## src/rtl/wb_arbiter2_if.sv

```systemverilog
// -----------------------------------------------------------------------------
// wb_arbiter2_if
//   Single-master/single-slave Wishbone bundle used on every side of the
//   two-master arbiter (one instance per master port, one for the slave bus).
//
//   Signals (direction given from the bus master's point of view):
//     adr    out  ADR_W  address
//     dat_w  out  DAT_W  write data (master -> slave)
//     we     out  1      write enable
//     sel    out  1      byte select (single lane)
//     stb    out  1      strobe
//     cyc    out  1      bus cycle
//     dat_r  in   DAT_W  read data (slave -> master)
//     ack    in   1      transfer acknowledge
//     err    in   1      watchdog error (only generated by the arbiter)
//
//   Modports:
//     master - the initiator view. err is absent because the downstream slave
//              bus carries no error line; only the arbiter raises err.
//     slave  - the target view. The arbiter presents this modport to each
//              upstream master and drives err back to it.
// -----------------------------------------------------------------------------
interface wb_arbiter2_if #(
  parameter int ADR_W = 36,
  parameter int DAT_W = 32
);
  logic [ADR_W-1:0] adr;
  logic [DAT_W-1:0] dat_w;
  logic [DAT_W-1:0] dat_r;
  logic             we;
  logic             sel;
  logic             stb;
  logic             cyc;
  logic             ack;
  logic             err;

  modport master (
    output adr, dat_w, we, sel, stb, cyc,
    input  dat_r, ack
  );

  modport slave (
    input  adr, dat_w, we, sel, stb, cyc,
    output dat_r, ack, err
  );
endinterface

```

## src/rtl/wb_arbiter2.sv

```systemverilog
// -----------------------------------------------------------------------------
// wb_arbiter2
//   Two-master Wishbone arbiter. Shares one slave bus between the LIMB(EC)
//   bridge (m0) and a second master (m1, e.g. DMA). Grants are round-robin on
//   ties, held for the whole cyc of the owner (no preemption), and a watchdog
//   ends a stalled transfer with a one-cycle err pulse to the owner instead of
//   letting the bus hang.
//
//   Ports:
//     clk    in   system clock, rising edge
//     reset  in   asynchronous, active-low reset
//     m0     slave modport   upstream master 0 (wins the first tie after reset)
//     m1     slave modport   upstream master 1
//     s      master modport  downstream slave bus
//
//   Parameters:
//     ADR_W    address width
//     DAT_W    data width
//     TIMEOUT  unacked strobe cycles before err; 1..255
// -----------------------------------------------------------------------------
module wb_arbiter2 #(
  parameter int ADR_W   = 36,
  parameter int DAT_W   = 32,
  parameter int TIMEOUT = 255
) (
  input  logic          clk,
  input  logic          reset,
  wb_arbiter2_if.slave  m0,
  wb_arbiter2_if.slave  m1,
  wb_arbiter2_if.master s
);

  typedef enum logic [1:0] {
    OWN_NONE = 2'd0,
    OWN_M0   = 2'd1,
    OWN_M1   = 2'd2
  } owner_e;

  // The watchdog fires while wd holds TIMEOUT-1, i.e. on the TIMEOUT-th
  // consecutive unacked strobe cycle (first strobe cycle sees wd = 0).
  localparam logic [7:0] WD_LAST = 8'(TIMEOUT - 1);

  owner_e           owner, owner_nxt;
  logic             last, last_nxt;   // most recent grant: 0 = m0, 1 = m1
  logic [7:0]       wd, wd_nxt;

  logic [ADR_W-1:0] own_adr;
  logic [DAT_W-1:0] own_dat;
  logic             own_we;
  logic             own_sel;
  logic             own_stb;
  logic             own_cyc;
  logic             wd_fire;

  // ---------------------------------------------------------------------------
  // Owner view: the selected master's request lines, all zero when idle.
  // ---------------------------------------------------------------------------
  // NOTE: every always_comb output gets a default before the case so no path
  // leaves it unassigned; a missing default would infer a latch.
  always_comb begin
    own_adr = '0;
    own_dat = '0;
    own_we  = 1'b0;
    own_sel = 1'b0;
    own_stb = 1'b0;
    own_cyc = 1'b0;
    case (owner)
      OWN_M0: begin
        own_adr = m0.adr;
        own_dat = m0.dat_w;
        own_we  = m0.we;
        own_sel = m0.sel;
        own_stb = m0.stb;
        own_cyc = m0.cyc;
      end
      OWN_M1: begin
        own_adr = m1.adr;
        own_dat = m1.dat_w;
        own_we  = m1.we;
        own_sel = m1.sel;
        own_stb = m1.stb;
        own_cyc = m1.cyc;
      end
      default: ;
    endcase
  end

  // An ack in the same cycle always wins, so fire and ack are never both seen.
  assign wd_fire = (wd == WD_LAST) && !s.ack && own_stb;

  // ---------------------------------------------------------------------------
  // Arbitration: only re-evaluated when the bus is idle or the owner has
  // dropped cyc. Because the owner's cyc is already low in the cycle it is
  // released, the slave always sees at least one cycle with cyc low between
  // two owners.
  // ---------------------------------------------------------------------------
  always_comb begin
    owner_nxt = owner;
    last_nxt  = last;
    if (owner == OWN_NONE || !own_cyc) begin
      if (m0.cyc && m1.cyc) begin
        owner_nxt = last ? OWN_M0 : OWN_M1;
      end else if (m0.cyc) begin
        owner_nxt = OWN_M0;
      end else if (m1.cyc) begin
        owner_nxt = OWN_M1;
      end else begin
        owner_nxt = OWN_NONE;
      end
      if (owner_nxt != OWN_NONE) begin
        last_nxt = (owner_nxt == OWN_M1);
      end
    end
  end

  // ---------------------------------------------------------------------------
  // Watchdog: counts consecutive unacked strobe cycles of the current owner.
  // ---------------------------------------------------------------------------
  always_comb begin
    wd_nxt = wd;
    if (owner_nxt != owner || s.ack || !own_stb || wd_fire) begin
      wd_nxt = '0;
    end else if (own_cyc) begin
      wd_nxt = wd + 8'd1;
    end
  end

  // NOTE: state registers use non-blocking assignments so every flop samples
  // the pre-edge values regardless of statement order.
  always_ff @(posedge clk or negedge reset) begin
    if (!reset) begin
      owner <= OWN_NONE;
      last  <= 1'b1;
      wd    <= '0;
    end else begin
      owner <= owner_nxt;
      last  <= last_nxt;
      wd    <= wd_nxt;
    end
  end

  // ---------------------------------------------------------------------------
  // Slave bus and return paths. All are combinational on the registered owner,
  // so asserting reset clears them immediately through owner = NONE.
  // ---------------------------------------------------------------------------
  assign s.adr   = own_adr;
  assign s.dat_w = own_dat;
  assign s.we    = own_we;
  assign s.sel   = own_sel;
  assign s.stb   = own_stb & ~wd_fire;
  assign s.cyc   = own_cyc;

  // Read data fans out to both masters; it is held at zero while the bus is
  // idle so every output is quiet in reset.
  assign m0.dat_r = (owner == OWN_NONE) ? '0 : s.dat_r;
  assign m1.dat_r = (owner == OWN_NONE) ? '0 : s.dat_r;

  assign m0.ack = s.ack   & (owner == OWN_M0);
  assign m1.ack = s.ack   & (owner == OWN_M1);
  assign m0.err = wd_fire & (owner == OWN_M0);
  assign m1.err = wd_fire & (owner == OWN_M1);

endmodule

```

## src/flat_wrapper.sv

```systemverilog
// flat-port wrapper written by rule: the top's interface ports become plain ports
module wb_arbiter2_flat 
#(
  parameter int ADR_W   = 36,
  parameter int DAT_W   = 32,
  parameter int TIMEOUT = 255
)
  (clk, reset, m0_adr, m0_dat_w, m0_we, m0_sel, m0_stb, m0_cyc, m0_dat_r, m0_ack, m0_err, m1_adr, m1_dat_w, m1_we, m1_sel, m1_stb, m1_cyc, m1_dat_r, m1_ack, m1_err, s_adr, s_dat_w, s_we, s_sel, s_stb, s_cyc, s_dat_r, s_ack);
  wb_arbiter2_if #(.ADR_W(ADR_W), .DAT_W(DAT_W)) m0_i ();
  wb_arbiter2_if #(.ADR_W(ADR_W), .DAT_W(DAT_W)) m1_i ();
  wb_arbiter2_if #(.ADR_W(ADR_W), .DAT_W(DAT_W)) s_i ();
  input  logic clk;
  input  logic reset;
  input wire logic [$bits(m0_i.adr)-1:0] m0_adr;
  input wire logic [$bits(m0_i.dat_w)-1:0] m0_dat_w;
  input wire logic [$bits(m0_i.we)-1:0] m0_we;
  input wire logic [$bits(m0_i.sel)-1:0] m0_sel;
  input wire logic [$bits(m0_i.stb)-1:0] m0_stb;
  input wire logic [$bits(m0_i.cyc)-1:0] m0_cyc;
  output wire logic [$bits(m0_i.dat_r)-1:0] m0_dat_r;
  output wire logic [$bits(m0_i.ack)-1:0] m0_ack;
  output wire logic [$bits(m0_i.err)-1:0] m0_err;
  input wire logic [$bits(m1_i.adr)-1:0] m1_adr;
  input wire logic [$bits(m1_i.dat_w)-1:0] m1_dat_w;
  input wire logic [$bits(m1_i.we)-1:0] m1_we;
  input wire logic [$bits(m1_i.sel)-1:0] m1_sel;
  input wire logic [$bits(m1_i.stb)-1:0] m1_stb;
  input wire logic [$bits(m1_i.cyc)-1:0] m1_cyc;
  output wire logic [$bits(m1_i.dat_r)-1:0] m1_dat_r;
  output wire logic [$bits(m1_i.ack)-1:0] m1_ack;
  output wire logic [$bits(m1_i.err)-1:0] m1_err;
  output wire logic [$bits(s_i.adr)-1:0] s_adr;
  output wire logic [$bits(s_i.dat_w)-1:0] s_dat_w;
  output wire logic [$bits(s_i.we)-1:0] s_we;
  output wire logic [$bits(s_i.sel)-1:0] s_sel;
  output wire logic [$bits(s_i.stb)-1:0] s_stb;
  output wire logic [$bits(s_i.cyc)-1:0] s_cyc;
  input wire logic [$bits(s_i.dat_r)-1:0] s_dat_r;
  input wire logic [$bits(s_i.ack)-1:0] s_ack;
  assign m0_i.adr = m0_adr;
  assign m0_i.dat_w = m0_dat_w;
  assign m0_i.we = m0_we;
  assign m0_i.sel = m0_sel;
  assign m0_i.stb = m0_stb;
  assign m0_i.cyc = m0_cyc;
  assign m0_dat_r = m0_i.dat_r;
  assign m0_ack = m0_i.ack;
  assign m0_err = m0_i.err;
  assign m1_i.adr = m1_adr;
  assign m1_i.dat_w = m1_dat_w;
  assign m1_i.we = m1_we;
  assign m1_i.sel = m1_sel;
  assign m1_i.stb = m1_stb;
  assign m1_i.cyc = m1_cyc;
  assign m1_dat_r = m1_i.dat_r;
  assign m1_ack = m1_i.ack;
  assign m1_err = m1_i.err;
  assign s_adr = s_i.adr;
  assign s_dat_w = s_i.dat_w;
  assign s_we = s_i.we;
  assign s_sel = s_i.sel;
  assign s_stb = s_i.stb;
  assign s_cyc = s_i.cyc;
  assign s_i.dat_r = s_dat_r;
  assign s_i.ack = s_ack;
  wb_arbiter2 #(.ADR_W(ADR_W), .DAT_W(DAT_W), .TIMEOUT(TIMEOUT)) u_core (.clk(clk), .reset(reset), .m0(m0_i), .m1(m1_i), .s(s_i));
endmodule
```

## config.mk

```make
export PLATFORM = sky130hd
export DESIGN_NAME = wb_arbiter2_flat
export DESIGN_NICKNAME = d
export VERILOG_FILES = /design/src/rtl/wb_arbiter2_if.sv /design/src/rtl/wb_arbiter2.sv /design/src/flat_wrapper.sv
export SDC_FILE = /design/constraint.sdc
export NUM_CORES = 1
export LEC_CHECK = 0
export CAP_MARGIN = 0
export CORE_AREA = 2 2 124 126
export DETAILED_ROUTE_END_ITERATION = 6
export DIE_AREA = 0 0 126 128
export SLEW_MARGIN = 20
export SYNTH_ARGS = -nofsm -noshare
export SYNTH_HDL_FRONTEND = slang
export SYNTH_SLANG_ARGS = --single-unit
export TNS_END_PERCENT = 1
```

## constraint.sdc

```tcl
create_clock -name clk -period 1.9 [get_ports clk]
set_input_delay 0.38 -clock clk [delete_from_list [all_inputs] [get_ports clk]]
set_output_delay 0.38 -clock clk [all_outputs]
set_load 0.01 [all_outputs]
```

==> results.yml <==
outcome:
  outcome: "finished, violations left"
  violations: "setup timing"
worst_setup_path:
  r2r_slack_ns: -0.06
  crit_required_ns: 1.52
  critPathCapture: "s_adr[19]"
  critPathTopFamily: "buffers and inverters"
  cp_num_buf_inv: 4
  crit_fanout: 13
  cpMaxStageDelayCell: "dfrtp_1"
  critPathLaunch: "u_core.owner[0]"
  crit_path_frequent_cell: "buf_12"
  critPathKind: "register to output port"
  worstRegToRegCells: 9
  endpoint_kind: "output port"
  startpoint_type: "register"
  r2r-end: "u_core.wd[6]"
  path_depth: 7
  critPathMaxStageDelay_ns: 0.39
  worstPathArrival_ns: 1.71
  path_cells: "buf_6 -> ha_4 -> buf_12 -> buf_12 -> a22oi_2 -> nor2b_1 -> clkdlybuf4s15_2"
  r2r_start: "u_core.owner[0]"
detailed_routing:
  antenna_left: 0
  vias: 3552
  drt-pass1-iter-count: 4
  drt_first_iter_violations: 87
  drc: 0
  finalWirelength_mm: 14.52
  wl_per_cell_um: 17.80
  vias_per_cell: 4.353
place:
  dpl.cell_count: 798
  dpl.hpwl_mm: 11.35
  gp_congestion: 0.7786
  portBuffers: 318
  dpl_cell_area_sq_um: 5757
global_routing:
  grt_antenna_before_repair: 1
  grt_overflow_total: 0
  grt_max_degree: 33
  grt_pass1_wl_mm: 20.94
  grt_pass1_vias: 3752
  grt_usage_pct: 16.35
yosys:
  yosysMostFrequentCell: "nor2b_1"
  ys.flop_type: "dfrtp_1"
  synth.area.top_cells: "nor2b_1 (28%), a22oi_1 (23%), dfrtp_1 (11%), buf_4 (11%), ha_1 (2.7%)"
  yosysUniqueCellTypes: 33
  syn-num-nets: 494
  synthArstFlopShare_pct: 100.0
  synth_area_sq_um: 2276
  synth_edf_count: 0
  yosys.area.top_type: "nor2b_1"
  ys_seq_area_share_pct: 12.15
  yosysWarnings: 0
  syn_avg_cell_area_sq_um: 7.342
  synth.top_cell.area_share_pct: 28.04
  ys_ff_latch: 11
  synth_common_cells: "nor2b_1 (102), a22oi_1 (70), buf_4 (32)"
  synth_cells: 310
clocking:
  numCtsBuffers: 3
  cts_tree: "yes"
  clock_path_buffers: 2
  cts.sinks: 11
  htreeDepth: 1
  clk_latency_ns: 0.24
  clkTransAtPathRegs_ns: 0.05
  cts-root-buf: "clkbuf_16"
timing:
  slew_headroom_pct: 61.18
  hold_violations: 0
  worstMarginPinSlew_ns: 0.5805
  drv_slew: 0
  fin_crit_sh_pct: 110.1
  setup_viol: 93
  layout_setup_ws_ns: -0.1917
  rsz0062_at_grt: "true"
  whs_ns: 0.4983
  skew_ns: 0.005769
  fmax_ghz: 0.4781
  timing.final.crit_period_ns: 2.092
finish:
  final_util_pct: 40.36
  final_nets: 812
  area_growth_pct: 163.6
  drive_gt1_share_pct: 48.64
  nFillCells: 1494
  final_cells: 816
  final_cell_area_sq_um: 6000
floorplan:
  fp.coreArea_sq_um: 14860
  die_w_um: 126
  dieArea_sq_um: 16130
  die_y_um: 128
  start_util_pct: 15.31
  fp-row-count: 45
  top_level_ports: 319
power_and_ir_drop:
  power_frac_seq_pct: 6.1
  power.share.switching_pct: 42.49
  finalPower_uw: 4442
  vdd.ir_drop.worst_mv: 0.4539
  p_leak_uw: 0.002506
  intPower_uw: 2555
  p_comb_share_pct: 85.2
  p_clk_share_pct: 8.7
  p_sw_uw: 1887
  power.density_nw_per_um2: 740.4
min_path:
  hold_class: "register to register"
flow_run:
  cap_violations: 0
cell families after synthesis:
kind of cell	share of synthesized area, %
adders and majority gates	2.749
buffers and inverters	16.66
AOI/OAI and AO/OA	27.76
xor gates and xnor gates	2.694
DFF	12.15
and+or+nand+nor	37.99
tightest hold or removal path: stages (launching register included):
cell and delay (ns):
dfstp_2 0.37, nand2_1 0.04, o21ai_0 0.08
per-layer routing:
metal	vias to the layer above	share of wire, %	GRT usage (%)
li1	1697	-	-
met3	8	7.3	2.546
met1	1647	37	18.75
met5	-	0	0
met4	0	1.4	3.167
met2	200	54	31.94
final cells by class:
type                            count  area [sq um]  area share, %
Antenna cell                        1         2.502        0.04171
Clock buffer                        3         75.07          1.251
Clock inverter                      1         5.005        0.08342
Inverter                            3         11.26         0.1877
Multi-Input combinational cell    235          2112          35.20
Sequential cell                    11         276.5          4.609
Tap cell                          188         235.2          3.921
Timing Repair Buffer              374          3282          54.70
cell usage in the layout, fill, tap and decap left out, drive strengths merged, types with 5 or more instances in the layout:
cell type        n
nand2            9
clkbuf          56
buf            127
ha               5
nor3            10
nor2b          102
nor2             5
clkdlybuf4s15    5
and2             5
dlygate4sd2     11
dfrtp           10
clkdlybuf4s50  178
a22oi           71
worst min-delay path by stage:
stage	slack, ns	to	startpoint	cells after the start
2_1_floorplan	0.08	u_core.owner[0]	reset	0
3_3_place_gp	0.48	u_core.last	u_core.last	2
3_5_place_dp	0.49	u_core.last	u_core.last	2
4_1_cts	0.50	u_core.last	u_core.last	2
5_1_grt	0.54	u_core.wd[2]	reset	1
6_report	0.50	u_core.last	u_core.last	2
per-stage QoR:
| stage | setup slack [ns] | TNS [ns] |
|---|---|---|
| 2_1_floorplan | 0.03370 | 0 |
| 3_3_place_gp | -0.6438 | -34.19 |
| 3_5_place_dp | -0.6307 | -39.08 |
| 4_1_cts | -0.2726 | -10.11 |
| 5_1_grt | -0.2405 | -15.14 |
| 6_report | -0.1917 | -9.080 |
flip-flops by register name, indices dropped and copies added (netlist names):
signal,count
u_core.wd,8
u_core.owner,2
u_core.last,1
what timing repair did:
item | in CTS | in global routing
endpoints found under the hold margin | 0 | 0
setup buffers | 6 | 4
cloned | 3 | 1
hold buffers | 0 | 0
pin swaps | 14 | 12
endpoints found under the setup margin | 148 | 147
gates resized for setup | 454 | 160
power by group through the flow:
stage,registers (uW),logic (uW),clock network (uW)
6_report,271,3780,388
5_1_grt,272,4040,413
4_1_cts,270,3690,395
3_5_place_dp,275,3590,0
3_3_place_gp,274,3570,0
2_1_floorplan,273,1590,0
Note: power is estimated with default switching activity, not from simulation.
